`config.mk`:
```
export PLATFORM = sky130hd
export DESIGN_NAME = pc
export DESIGN_NICKNAME = d
export VERILOG_FILES = /design/src/rtl/pc.sv
export SDC_FILE = /design/constraint.sdc
export NUM_CORES = 1
export LEC_CHECK = 0
export CORE_AREA = 2 2 39 41
export CTS_BUF_LIST = sky130_fd_sc_hd__clkbuf_8
export DETAILED_ROUTE_END_ITERATION = 8
export DIE_AREA = 0 0 41 43
export SYNTH_ARGS = -nofsm -noshare
export SYNTH_HDL_FRONTEND = slang
export SYNTH_SLANG_ARGS = --single-unit
export TNS_END_PERCENT = 10
```
`constraint.sdc`:
```
create_clock -name CLK -period 1.9 [get_ports CLK]
set_input_delay 0.38 -clock CLK [delete_from_list [all_inputs] [get_ports CLK]]
set_output_delay 0.38 -clock CLK [all_outputs]
set_load 0.05 [all_outputs]
```
`src/rtl/pc.sv`:
```
// Program counter for the 8-bit CPU datapath: each clock it either steps by STEP
// or loads an absolute target from immediate; synchronous active-high reset.
module pc #(
  parameter int               WIDTH     = 8,
  parameter logic [WIDTH-1:0] RESET_VAL = '0,
  parameter logic [WIDTH-1:0] STEP      = WIDTH'(1)
) (
  input  logic             CLK,
  input  logic             reset,
  input  logic             PCsrc,
  input  logic [WIDTH-1:0] immediate,
  output logic [WIDTH-1:0] PC
);

  // immediate is only read on the load branch, so X there cannot reach PC while stepping
  always_ff @(posedge CLK) begin
    if (reset) begin
      PC <= RESET_VAL;
    end else if (PCsrc) begin
      PC <= immediate;
    end else begin
      PC <= PC + STEP;
    end
  end

endmodule

```
# --- Word level (Yosys, flattened, before mapping) ---
# Index checks and enable logic that the tools add are counted.
totals:
  regBits: 8
  input_bits: 11
  out_inout_bits: 8
  word_cells: 3
classes:
  muxes: 1
  addsub: 1
ops:
  columns: ["cell", "n"]
  rows:
  - ["8-bit by 1-bit adder with 8-bit output, second input constant", 1]
  - ["8-bit two-way mux", 1]

# --- Depth between registers and ports, before layout ---
logic_depth:
  word_depth: 2
  mapped_depth: 4
  depth_no_buf: 4

# --- Least setup slack after synthesis ---
# Ideal clock, no wire load.
synth_path:
  path_type: "register -> register"
  start: "register PC[0]"
  end: "register PC[6]"
  setup_slack_ps: 182
  t_required_ps: 1809
  setup_ps: 91
  n_path_buf: 0
  arrival_time_ps: 1627
  stages_incl_launch_ff: 5
  period_less_slack_ps: 1718
  cell_sequence: "dfxtp_1 ha_1 nand3_1 or3_1 a311oi_1"
synth_between:
  elab_chain_len: 2
synth_rtl:
  columns: ["element", "line_no", "rtl"]
  rows:
  - ["from (decl)", "12", "output logic [WIDTH-1:0] PC"]
  - ["from (signal assigned)", "20", "PC <= immediate;"]
  - ["from (signal assigned)", "22", "PC <= PC + STEP;"]
  - ["8-bit by 1-bit adder with 8-bit output", "22", null]
  - ["8-bit two-way mux", "19", "end else if (PCsrc) begin"]
# Every way passes these cells.
# A chain may end at the register's enable or synchronous reset.

# --- Final worst setup path ---
layout_path:
  start: "register PC[5]"
  end: "output port PC[5]"
# No word-level cell between the ends.

==> impl_results.rst <==
.. list-table::
   :header-rows: 1

   * - Metric
     - Value
   * - Final Net Count
     - 77
   * - Unrepaired setup endpoints after global routing
     - no
   * - Number of remaining DRC errors
     - 0
   * - Largest Register
     - PC
   * - # hold bufs at CTS
     - 0
   * - Portion of the post-synthesis area used by sequential elements
     - 0.431
   * - Achievable clock frequency
     - 555 MHz
   * - Final setup skew
     - 0.000765 ns
   * - Pwr/cell area
     - 855 nW/µm²
   * - Flip-flop count of the largest register, all copies and words added
     - 8
   * - Arrival time at the worst endpoint
     - 1.42 ns
   * - Startpoint-to-endpoint class of the critical path
     - flip-flop to output pin
   * - Final total power
     - 507 µW
   * - Total wire length
     - 829 µm
   * - Design area
     - 593 µm²
   * - Slew at the pin closest to its max-slew limit
     - 0.488 ns
   * - Relative slew slack
     - 0.673
   * - Outcome
     - complete, no violations
   * - Most common cell after layout, fill and taps aside
     - clkdlybuf4s50_1
   * - Post-route antenna net violation count
     - 0
   * - Distinct cell type count after synthesis
     - 16
   * - Global-route wire length before repair
     - 1350 µm
   * - FILL cells
     - 148
   * - WL per Instance
     - 10.5 µm
   * - Maximum number of pins on one net before global-route repair
     - 12
   * - Largest delay contributor family on the critical path
     - buffers and inverters
   * - Deepest clock path buffer count
     - 2
   * - Post-route worst setup slack
     - 0.0975 ns
   * - Starting density of the core
     - 0.269
   * - Detailed placer's ending HPWL
     - 663 µm
   * - Maximum vdd ir drop
     - 0.401 mV
   * - Number of design-rule violations left by the first detailed-router iteration
     - 1
   * - Critical Path Sink Type
     - output pin
   * - Critical-path maximum fanout
     - 5
   * - Instance area after placement
     - 552 µm²
   * - Length of routed met3 wiring
     - 74 µm
   * - Post-route clock period utilization
     - 0.949
   * - Post-Place Setup Slack
     - 0.323 ns
   * - Hold Vio Cnt, Final
     - 0
   * - Placer Congestion
     - 0.618
   * - Detailed-route via count
     - 367
   * - Worst Setup Start Kind
     - flip-flop
   * - Slowest cell on the critical path
     - clkdlybuf4s50_1
   * - Count of final setup violators
     - 0
   * - CTS sink cnt
     - 8
   * - Number of synthesized register bits
     - 8
   * - Critical Path RT
     - 1.52 ns
   * - Via count normalized by instance count
     - 4.65
   * - Cell type with the largest total area after synthesis
     - dfxtp_1
   * - Post-Syn Nets
     - 56
   * - Ranking of synthesized cells by area
     - dfxtp_1 (43%), nor2_1 (8.1%), a311oi_1 (7.1%)
   * - Number of clock buffers inserted by TritonCTS
     - 3
   * - Clock latency reported for the late side of the worst-skew pair
     - 0.22 ns
   * - PostCTS Resize Cnt
     - 0
   * - Final antenna diode count
     - 0
   * - Clock-pin transition on the worst setup and hold timing paths
     - 0.04 ns
   * - Count of buffer and inverter cells on the critical path
     - 1
   * - Largest registers
     - PC: 8 flops
   * - Gr usage total
     - 0.117
   * - Aggregate global routing overflow
     - 0
   * - Number of global-route vias before repair
     - 327
   * - Routed metal-1 wire length
     - 370 µm
   * - Leakage power summed over all cells
     - 0.232 nW
   * - Share of the core filled with cells in the final layout
     - 0.429
   * - Router iterations before antenna repair
     - 2
   * - Vertical extent of the die
     - 43 µm
   * - Netlist Area Pre-Place
     - 372 µm²
   * - Die ar.
     - 1760 µm²
   * - Root Buffer Master
     - clkbuf_8
   * - # H-tree levels
     - 1
   * - Series of cell instances along the critical path
     - clkdlybuf4s50_1
   * - Shortest period the worst path allows
     - 1.80 ns
   * - Number of core rows
     - 14
   * - Setup TNS Final
     - 0 ns
   * - Most frequent cells in the layout
     - clkdlybuf4s50_1 (13), dfxtp_1 (8), nor2_1 (8)
   * - Fraction of final layout cells with drive strength greater than 1
     - 0.143
   * - Number of warnings printed during yosys synthesis
     - 0
   * - Number of buffers added on ports
     - 18
   * - Uppermost signal routing layer after detailed routing
     - met4
   * - Reported max-cap violation count
     - 0
   * - Average cell area after synthesis
     - 8.45 µm²
   * - Synth-to-Final Area Change
     - 59.6%
   * - Post-synthesis cell count
     - 44
   * - Final-report max-slew violation count
     - 0
   * - Number of ports placed on the die boundary
     - 19
   * - Routed met2 length
     - 376 µm
   * - Die width
     - 41 µm
   * - Antenna violations before repair
     - 0
   * - Area share of the largest cell type after synthesis
     - 0.431
   * - Std-Cell Core Area
     - 1380 µm²
   * - Class of the worst hold path
     - flip-flop to flip-flop
   * - Maximum single-stage delay on the critical path
     - 0.82 ns
   * - Clock tree from TritonCTS
     - built
   * - Post-CTS Setup Inserts
     - 0
## through the flow
stage	cells	hold WS (ns)
final	79	0.520
after global routing	79	0.535
after CTS	79	0.523
after detailed placement	76	0.513
after global placement	76	0.501
after floorplan	44	0.516
## synthesized netlist by cell type
cell and count:
a211oi_1 2, mux2i_1 1, nor2_1 8, nand3_1 1, xor2_1 3, ha_1 1
nand4_1 1, a311oi_1 3, nand2_1 4, or3_1 3, dfxtp_1 8, o21ai_0 3
clkbuf_1 2, a21oi_1 2, nand3_2 1, inv_1 1
## per-layer routing
layer | global-route usage | vias to the layer above
li1 | - | 197
met5 | 0 | -
met1 | 0.149 | 156
met4 | 0.100 | 0
met3 | 0.0366 | 2
met2 | 0.150 | 12
## report_power, final
group          total [mW]  switching (mW)  internal, mW
clock network       0.199          0.0620         0.137
logic               0.113          0.0664        0.0471
registers           0.195          0.0138         0.181
total               0.507           0.142         0.365
## final timing paths
| path | start | endpoint | slack [ns] | cells after the start |
|---|---|---|---|---|
| worst max-delay path | PC[5] | PC[5] | 0.1 | 1 |
| worst min-delay path | PC[7] | PC[7] | 0.52 | 2 |
| worst max register to register | PC[0] | PC[6] | 0.47 | 4 |
| worst min register to register | PC[7] | PC[7] | 0.52 | 2 |
## cell families (layout without fill, tap and decap cells)
family / count (synthesis) / in the layout / synth area share
buffers and inverters: 3 / 22 / 0.0303
muxes: 1 / 1 / 0.0269
AOI/OAI and AO/OA: 10 / 10 / 0.178
adders and majority gates: 1 / 1 / 0.0337
and+or+nand+nor: 18 / 18 / 0.229
xor gates and xnor gates: 3 / 3 / 0.0707
DFF: 8 / 8 / 0.431
## layout make-up
cell class | instances | area (µm²) | area share
multi-input combinational | 33 | 200 | 0.338
clock buffer | 3 | 41.3 | 0.0696
inverter | 1 | 3.75 | 0.00633
tap | 16 | 20.0 | 0.0338
sequential | 8 | 160 | 0.270
timing repair buffer | 18 | 168 | 0.283
No activity file was read; power rests on OpenSTA's default activity.
